<file path="src/rtl/change_dispenser_pkg.sv">
// Shared definitions for the change dispenser: coin values, coin index
// encoding, FSM state encoding, stock and amount widths.
package change_dispenser_pkg;

  localparam int STOCK_W   = 8;
  localparam int AMT_W     = 9;
  localparam int NUM_COINS = 4;

  // Index of each coin inside the stock array and the one-hot coin vector.
  typedef enum logic [1:0] {
    COIN_NICKEL  = 2'd0,
    COIN_DIME    = 2'd1,
    COIN_QUARTER = 2'd2,
    COIN_DOLLAR  = 2'd3
  } coin_e;

  typedef enum logic [2:0] {
    IDLE   = 3'd0,
    SELECT = 3'd1,
    PULSE  = 3'd2,
    GAP    = 3'd3,
    DONE   = 3'd4
  } state_e;

  typedef logic [NUM_COINS-1:0][STOCK_W-1:0] stockArr_t;

  // Face value in cents of the coin at a given index.
  function automatic logic [AMT_W-1:0] coinValue(input logic [1:0] idx);
    case (idx)
      COIN_NICKEL:  coinValue = 9'd5;
      COIN_DIME:    coinValue = 9'd10;
      COIN_QUARTER: coinValue = 9'd25;
      default:      coinValue = 9'd100;
    endcase
  endfunction

endpackage

</file>
<file path="src/rtl/change_dispenser_if.sv">
// Bus between the vending controller (master) and the change dispenser
// (slave).
//   changeReq/change     : level request and amount in cents
//   stockLoad/stockIn    : one-cycle stock reload {dollar,quarter,dime,nickel}
//   *Out                 : one-cycle coin eject pulses
//   changeDone/shortfall : completion flag and cents not returned
//   busy/emptyFlags      : status
interface change_dispenser_if;
  import change_dispenser_pkg::*;

  logic             changeReq;
  logic [AMT_W-1:0] change;
  logic             stockLoad;
  logic [31:0]      stockIn;
  logic             dollarOut;
  logic             quarterOut;
  logic             dimeOut;
  logic             nickelOut;
  logic             changeDone;
  logic [AMT_W-1:0] shortfall;
  logic             busy;
  logic [3:0]       emptyFlags;

  modport master (
    output changeReq, change, stockLoad, stockIn,
    input  dollarOut, quarterOut, dimeOut, nickelOut,
           changeDone, shortfall, busy, emptyFlags
  );

  modport slave (
    input  changeReq, change, stockLoad, stockIn,
    output dollarOut, quarterOut, dimeOut, nickelOut,
           changeDone, shortfall, busy, emptyFlags
  );

endinterface

</file>
<file path="src/rtl/change_dispenser_coin_select.sv">
// Combinational coin chooser: picks the largest coin whose value fits in the
// remaining amount and which is still in stock.
//   remaining : cents still owed
//   stock     : per-coin counts
//   pick      : one-hot coin choice (all zero when nothing fits)
//   pickValue : value of the chosen coin (zero when nothing fits)
module coin_select
  import change_dispenser_pkg::*;
(
  input  logic [AMT_W-1:0]     remaining,
  input  stockArr_t            stock,
  output logic [NUM_COINS-1:0] pick,
  output logic [AMT_W-1:0]     pickValue
);

  logic found;

  // Scan from the dollar down so the first fit is the largest coin.
  always_comb begin
    pick      = '0;
    pickValue = '0;
    found     = 1'b0;
    for (int i = NUM_COINS - 1; i >= 0; i--) begin
      if (!found && (stock[i] != '0) && (coinValue(2'(i)) <= remaining)) begin
        pick[i]   = 1'b1;
        pickValue = coinValue(2'(i));
        found     = 1'b1;
      end
    end
  end

endmodule

</file>
<file path="src/rtl/change_dispenser.sv">
// Change dispenser: on request, ejects the largest available coins one at a
// time, separated by GAP_CYCLES idle cycles, then reports any amount it could
// not return. All outputs come straight from registers.
//   clk, rst : clock and asynchronous active-high reset
//   bus      : change_dispenser_if slave (request, stock reload, coin
//              pulses, completion handshake, status)
module change_dispenser
  import change_dispenser_pkg::*;
#(
  parameter int DEFAULT_STOCK = 8,
  parameter int GAP_CYCLES    = 1
) (
  input logic               clk,
  input logic               rst,
  change_dispenser_if.slave bus
);

  state_e                 state, stateNext;
  logic [AMT_W-1:0]       remaining, remainingNext;
  stockArr_t              stock, stockNext;
  logic [NUM_COINS-1:0]   coinOut, coinOutNext;
  logic [AMT_W-1:0]       selVal, selValNext;
  logic [2:0]             gapCnt, gapCntNext;
  logic                   doneReg, doneNext;
  logic [AMT_W-1:0]       shortfallReg, shortfallNext;
  logic                   busyReg, busyNext;
  logic [NUM_COINS-1:0]   emptyReg, emptyNext;
  logic [NUM_COINS-1:0]   pick;
  logic [AMT_W-1:0]       pickValue;

  coin_select uSelect (
    .remaining (remaining),
    .stock     (stock),
    .pick      (pick),
    .pickValue (pickValue)
  );

  always_ff @(posedge clk or posedge rst) begin
    if (rst) begin
      state        <= IDLE;
      remaining    <= '0;
      stock        <= {NUM_COINS{STOCK_W'(DEFAULT_STOCK)}};
      coinOut      <= '0;
      selVal       <= '0;
      gapCnt       <= '0;
      doneReg      <= 1'b0;
      shortfallReg <= '0;
      busyReg      <= 1'b0;
      emptyReg     <= (DEFAULT_STOCK == 0) ? '1 : '0;
    end else begin
      state        <= stateNext;
      remaining    <= remainingNext;
      stock        <= stockNext;
      coinOut      <= coinOutNext;
      selVal       <= selValNext;
      gapCnt       <= gapCntNext;
      doneReg      <= doneNext;
      shortfallReg <= shortfallNext;
      busyReg      <= busyNext;
      emptyReg     <= emptyNext;
    end
  end

  always_comb begin
    stateNext     = state;
    remainingNext = remaining;
    stockNext     = stock;
    coinOutNext   = '0;
    selValNext    = selVal;
    gapCntNext    = gapCnt;
    doneNext      = doneReg;
    shortfallNext = shortfallReg;
    case (state)
      IDLE: begin
        // A reload takes priority; a request held alongside it is taken
        // on the following cycle.
        if (bus.stockLoad) begin
          stockNext = bus.stockIn;
        end else if (bus.changeReq) begin
          remainingNext = bus.change;
          stateNext     = SELECT;
        end
      end
      SELECT: begin
        if (pick != '0) begin
          coinOutNext = pick;
          selValNext  = pickValue;
          stateNext   = PULSE;
        end else begin
          doneNext      = 1'b1;
          shortfallNext = remaining;
          stateNext     = DONE;
        end
      end
      PULSE: begin
        // coin_select only chose this coin if it fit and was in stock,
        // so neither subtraction can wrap.
        remainingNext = remaining - selVal;
        for (int i = 0; i < NUM_COINS; i++) begin
          if (coinOut[i]) stockNext[i] = stock[i] - 8'd1;
        end
        gapCntNext = 3'(GAP_CYCLES - 1);
        stateNext  = GAP;
      end
      GAP: begin
        if (gapCnt == '0) stateNext = SELECT;
        else              gapCntNext = gapCnt - 3'd1;
      end
      DONE: begin
        if (!bus.changeReq) begin
          doneNext      = 1'b0;
          shortfallNext = '0;
          stateNext     = IDLE;
        end
      end
      default: stateNext = IDLE;
    endcase
    busyNext = (stateNext != IDLE);
    for (int i = 0; i < NUM_COINS; i++) begin
      emptyNext[i] = (stockNext[i] == '0);
    end
  end

  assign bus.dollarOut  = coinOut[COIN_DOLLAR];
  assign bus.quarterOut = coinOut[COIN_QUARTER];
  assign bus.dimeOut    = coinOut[COIN_DIME];
  assign bus.nickelOut  = coinOut[COIN_NICKEL];
  assign bus.changeDone = doneReg;
  assign bus.shortfall  = shortfallReg;
  assign bus.busy       = busyReg;
  assign bus.emptyFlags = emptyReg;

endmodule

</file>
<file path="src/flat_wrapper.sv">
// flat-port wrapper written by rule: the top's interface ports become plain ports
module change_dispenser_flat import change_dispenser_pkg::*;
#(
  parameter int DEFAULT_STOCK = 8,
  parameter int GAP_CYCLES    = 1
)
  (clk, rst, bus_changeReq, bus_change, bus_stockLoad, bus_stockIn, bus_dollarOut, bus_quarterOut, bus_dimeOut, bus_nickelOut, bus_changeDone, bus_shortfall, bus_busy, bus_emptyFlags);
  change_dispenser_if bus_i ();
  input logic clk;
  input logic rst;
  input wire logic [$bits(bus_i.changeReq)-1:0] bus_changeReq;
  input wire logic [$bits(bus_i.change)-1:0] bus_change;
  input wire logic [$bits(bus_i.stockLoad)-1:0] bus_stockLoad;
  input wire logic [$bits(bus_i.stockIn)-1:0] bus_stockIn;
  output wire logic [$bits(bus_i.dollarOut)-1:0] bus_dollarOut;
  output wire logic [$bits(bus_i.quarterOut)-1:0] bus_quarterOut;
  output wire logic [$bits(bus_i.dimeOut)-1:0] bus_dimeOut;
  output wire logic [$bits(bus_i.nickelOut)-1:0] bus_nickelOut;
  output wire logic [$bits(bus_i.changeDone)-1:0] bus_changeDone;
  output wire logic [$bits(bus_i.shortfall)-1:0] bus_shortfall;
  output wire logic [$bits(bus_i.busy)-1:0] bus_busy;
  output wire logic [$bits(bus_i.emptyFlags)-1:0] bus_emptyFlags;
  assign bus_i.changeReq = bus_changeReq;
  assign bus_i.change = bus_change;
  assign bus_i.stockLoad = bus_stockLoad;
  assign bus_i.stockIn = bus_stockIn;
  assign bus_dollarOut = bus_i.dollarOut;
  assign bus_quarterOut = bus_i.quarterOut;
  assign bus_dimeOut = bus_i.dimeOut;
  assign bus_nickelOut = bus_i.nickelOut;
  assign bus_changeDone = bus_i.changeDone;
  assign bus_shortfall = bus_i.shortfall;
  assign bus_busy = bus_i.busy;
  assign bus_emptyFlags = bus_i.emptyFlags;
  change_dispenser #(.DEFAULT_STOCK(DEFAULT_STOCK), .GAP_CYCLES(GAP_CYCLES)) u_core (.clk(clk), .rst(rst), .bus(bus_i));
endmodule
</file>
<file path="config.mk">
export PLATFORM = sky130hd
export DESIGN_NAME = change_dispenser_flat
export DESIGN_NICKNAME = d
export VERILOG_FILES = /design/src/rtl/change_dispenser_pkg.sv /design/src/rtl/change_dispenser_if.sv /design/src/rtl/change_dispenser_coin_select.sv /design/src/rtl/change_dispenser.sv /design/src/flat_wrapper.sv
export SDC_FILE = /design/constraint.sdc
export NUM_CORES = 1
export LEC_CHECK = 0
export CAP_MARGIN = 20
export CELL_PAD_IN_SITES_DETAIL_PLACEMENT = 1
export CELL_PAD_IN_SITES_GLOBAL_PLACEMENT = 2
export CORE_AREA = 10 10 126 128
export CTS_CLUSTER_DIAMETER = 40
export DETAILED_ROUTE_END_ITERATION = 16
export DIE_AREA = 0 0 136 138
export GPL_TIMING_DRIVEN = 0
export PLACE_DENSITY = 0.88
export SLEW_MARGIN = 25
export SYNTH_ARGS = -nofsm -noshare
export SYNTH_HDL_FRONTEND = slang
export SYNTH_SLANG_ARGS = --single-unit
</file>
<file path="constraint.sdc">
create_clock -name clk -period 3 [get_ports clk]
set_input_delay 0.9 -clock clk [delete_from_list [all_inputs] [get_ports clk]]
set_output_delay 0.9 -clock clk [all_outputs]
set_load 0.02 [all_outputs]
</file>
==> results.toml <==
[status]
status = "finished clean"

[timing]
min_period_ps = 2740
worstMarginPinSlew_ps = 754.6
hold_viol = 0
slew_viol_final = 0
tns_ps = 0
relSlewSlack_pct = 48.98
skew_ps = 10.35
rsz0062_at_grt = "false"
clock.fmax_mhz = 365.0
setup_ws_ps = 259.9
setup_violations = 0
period_share_pct = 91.34

[placed_design]
pre_cts_ws_ps = -715.8
dp_hpwl_um = 11240
dp.cells = 752
placement.io_buffers = 63
place.gp.congestion = 0.8662

[layout]
drive_above_1_share_pct = 10.03
synthToLayoutAreaGrowth_pct = 26.84
stdcell_count = 768
n_antenna_cell = 0
fin_nets = 643

[detailed_routing]
first_pass_iters = 4
wirelength_um = 15150
drtAntennaViolNets = 0
drt_iter0_markers = 241
vias = 4267
drc_errors = 0
wire_per_inst_um = 19.72
vias_per_cell = 5.556

[synth]
netlist_instances = 508
synthArstFlopShare_pct = 100.0
ys_ff_latch = 72
synthesis.nets = 568
netlist_area_sq_um = 4494
yosysWarningCount = 0
synth-main-ff-cell = "dfrtp_1"
yosysSeqAreaShare_pct = 40.20
synthDistinctLibCells = 66
synth_edf_count = 0
avgSynthCellArea_sq_um = 8.847

[die]
die_w_um = 136
rows = 43
die_y_um = 138
io-pin-count = 64
start_util_pct = 33.28
dieArea_sq_um = 18770
core_sq_um = 13500

[cts]
clk_latency_ps = 350
root_buffer = "clkbuf_16"
cts_sinks = 72
cts_htree_levels = 3
cts-buffers-inserted = 9
post_cts_buffers = 0
clk_path_buf_depth = 2
clkTransAtPathRegs_ps = 60
cts_tree = "done"

[setup_path]
timing.rr.start = "u_core.stock[26]"
cp-end-kind = "flop"
critPathKind = "flop to flop"
path_cells = "or4_1 -> nor4b_1 -> a21oi_1 -> nor4_2 -> o21ai_2 -> a22o_1"
cp_data_arrival_time_ps = 2970
crit_end = "u_core.bus.shortfall[5]"
cp-startpoint = "u_core.stock[26]"
slowest_stage = "or4_1"
start_kind = "flop"
r2r_cells = 6
cpPeakStageDelay_ps = 580
regToRegEndpoint = "u_core.bus.shortfall[5]"
cp_max_fo = 9
critPathRequiredTime_ps = 3230
regToRegSetupSlack_ps = 260

[power_and_ir_drop]
power.total_w = 0.005720
p_int_w = 0.003194
powerDensity_nw_per_um2 = 1003
clockPowerShare_pct = 19.4
sequentialPowerShare_pct = 31.7
p_sw_share_pct = 44.15
peakVddDrop_v = 0.0004861
p_sw_w = 0.002525
p_comb_share_pct = 48.9
p_leak_nw = 2.324

[hold_path]
whs_path_depth = 1
hold_path.class = "flop to flop"

[grt]
grt_max_degree = 45
grt_pass1_wl_um = 24630
antenna_found_initial = 0
grt_util_all_layers_pct = 16.40
grt_overflow = 0
grt_pass1_vias = 4557

[job]
cap_violations = 0
cells in the mapped netlist, types with 5 or more instances:
| cell type | number | area share [%] |
|---|---|---|
| a21oi_1 | 49 | 5.5 |
| a22o_1 | 10 | 1.9 |
| nor3_1 | 14 | 1.6 |
| inv_1 | 24 | 2.0 |
| o21ai_0 | 23 | 2.6 |
| nand2_1 | 45 | 3.8 |
| dfrtp_1 | 68 | 38 |
| nor4_1 | 10 | 1.4 |
| nor2b_1 | 7 | 0.97 |
| nand3_1 | 11 | 1.2 |
| nor2_1 | 48 | 4.0 |
| nor4b_1 | 6 | 1.2 |
| a21o_1 | 5 | 0.84 |
| clkbuf_1 | 10 | 0.84 |
| mux2i_1 | 21 | 4.7 |
| or3_1 | 9 | 1.3 |
| buf_2 | 10 | 1.1 |
| nand2b_1 | 11 | 1.5 |
| ha_1 | 14 | 3.9 |
| o22ai_1 | 20 | 2.8 |
| a31o_2 | 5 | 0.97 |
through the flow:
stage	util, %	area, sq um	hold slack, ps
detailed placement	39.84	5380	480.0
finish	42.21	5700	495.6
floorplan	-	4494	445.9
CTS	42.08	5683	501.1
global route	42.21	5700	521.0
global placement	39.62	5350	464.2
worst max-delay path: cells and delay by family, from the launching register on:
family	cells	cell delay, ps
simple gates	3	1450
compound gates	3	710
flops	1	450
how the worst min path moves through the flow:
stage,from,end,slack [ps]
floorplan,u_core.selVal[3],u_core.selVal[3],450
global placement,u_core.gapCnt[1],u_core.gapCnt[1],460
detailed placement,u_core.selVal[4],u_core.selVal[4],480
CTS,u_core.selVal[4],u_core.selVal[4],500
global route,u_core.bus.shortfall[6],u_core.bus.shortfall[6],520
finish,u_core.gapCnt[0],u_core.gapCnt[0],500
sequential cells by signal, summed over array words and instances (netlist names):
name                   count
u_core.stock              32
u_core.bus.shortfall       9
u_core.remaining           9
u_core.selVal              6
u_core.bus.emptyFlags      4
u_core.coinOut             4
u_core.gapCnt              3
u_core.state               3
u_core.bus.busy            1
u_core.bus.changeDone      1
power by group through the flow:
stage	combinational (W)	clock [W]	sequential (W)
global route	0.00314	0.00117	0.00189
global placement	0.00267	0	0.00179
floorplan	0.00199	0	0.00169
CTS	0.00279	0.00114	0.00181
detailed placement	0.00277	0	0.00182
finish	0.00279	0.00111	0.00181
timing repair:
action                     4_1_cts  5_1_grt
pin swaps                        0        0
hold buffers                     0        0
setup endpoints to repair       14       18
gates resized for setup          2       10
metal layers:
| layer | track usage (%) | share of wire, % | vias up |
|---|---|---|---|
| li1 | - | - | 2017 |
| met2 | 26.82 | 49 | 83 |
| met4 | 4.992 | 1.7 | 0 |
| met1 | 20.71 | 45 | 2142 |
| met5 | 0 | 0 | - |
| met3 | 4.022 | 4.1 | 25 |
cell type report:
| type | count | area (sq um) |
|---|---|---|
| fillers | 1584 | 7804 |
| multi-input cells | 385 | 2479 |
| flip-flops and latches | 72 | 1807 |
| repair buffers | 64 | 653.1 |
| clock buffers | 13 | 260.3 |
| well taps | 180 | 225.2 |
| plain buffers | 27 | 141.4 |
| inverters | 24 | 92.59 |
| clock inverters | 3 | 42.54 |
cell usage in the layout, fill, tap and decap left out, types with 11 or more instances in the layout:
master,Yosys,routed
a21oi_1,49,49
nand3_1,11,11
ha_1,14,14
nor3_1,14,14
inv_1,24,23
clkdlybuf4s50_1,0,62
nor2_1,48,47
nand2b_1,11,11
mux2i_1,21,21
dfrtp_1,68,68
nand2_1,45,45
o22ai_1,20,20
o21ai_0,23,23
cell families (layout without fill, tap and decap cells):
group	count (synthesis)	after routing	synth area share (%)
compound gates	152	152	22.13
flops	72	72	40.20
buf+inv	51	131	5.039
fa+ha+maj	15	15	4.343
xor+xnor	1	1	0.1949
simple gates	195	195	23.16
mux	22	22	4.928
Note: power is estimated with default switching activity, not from simulation.
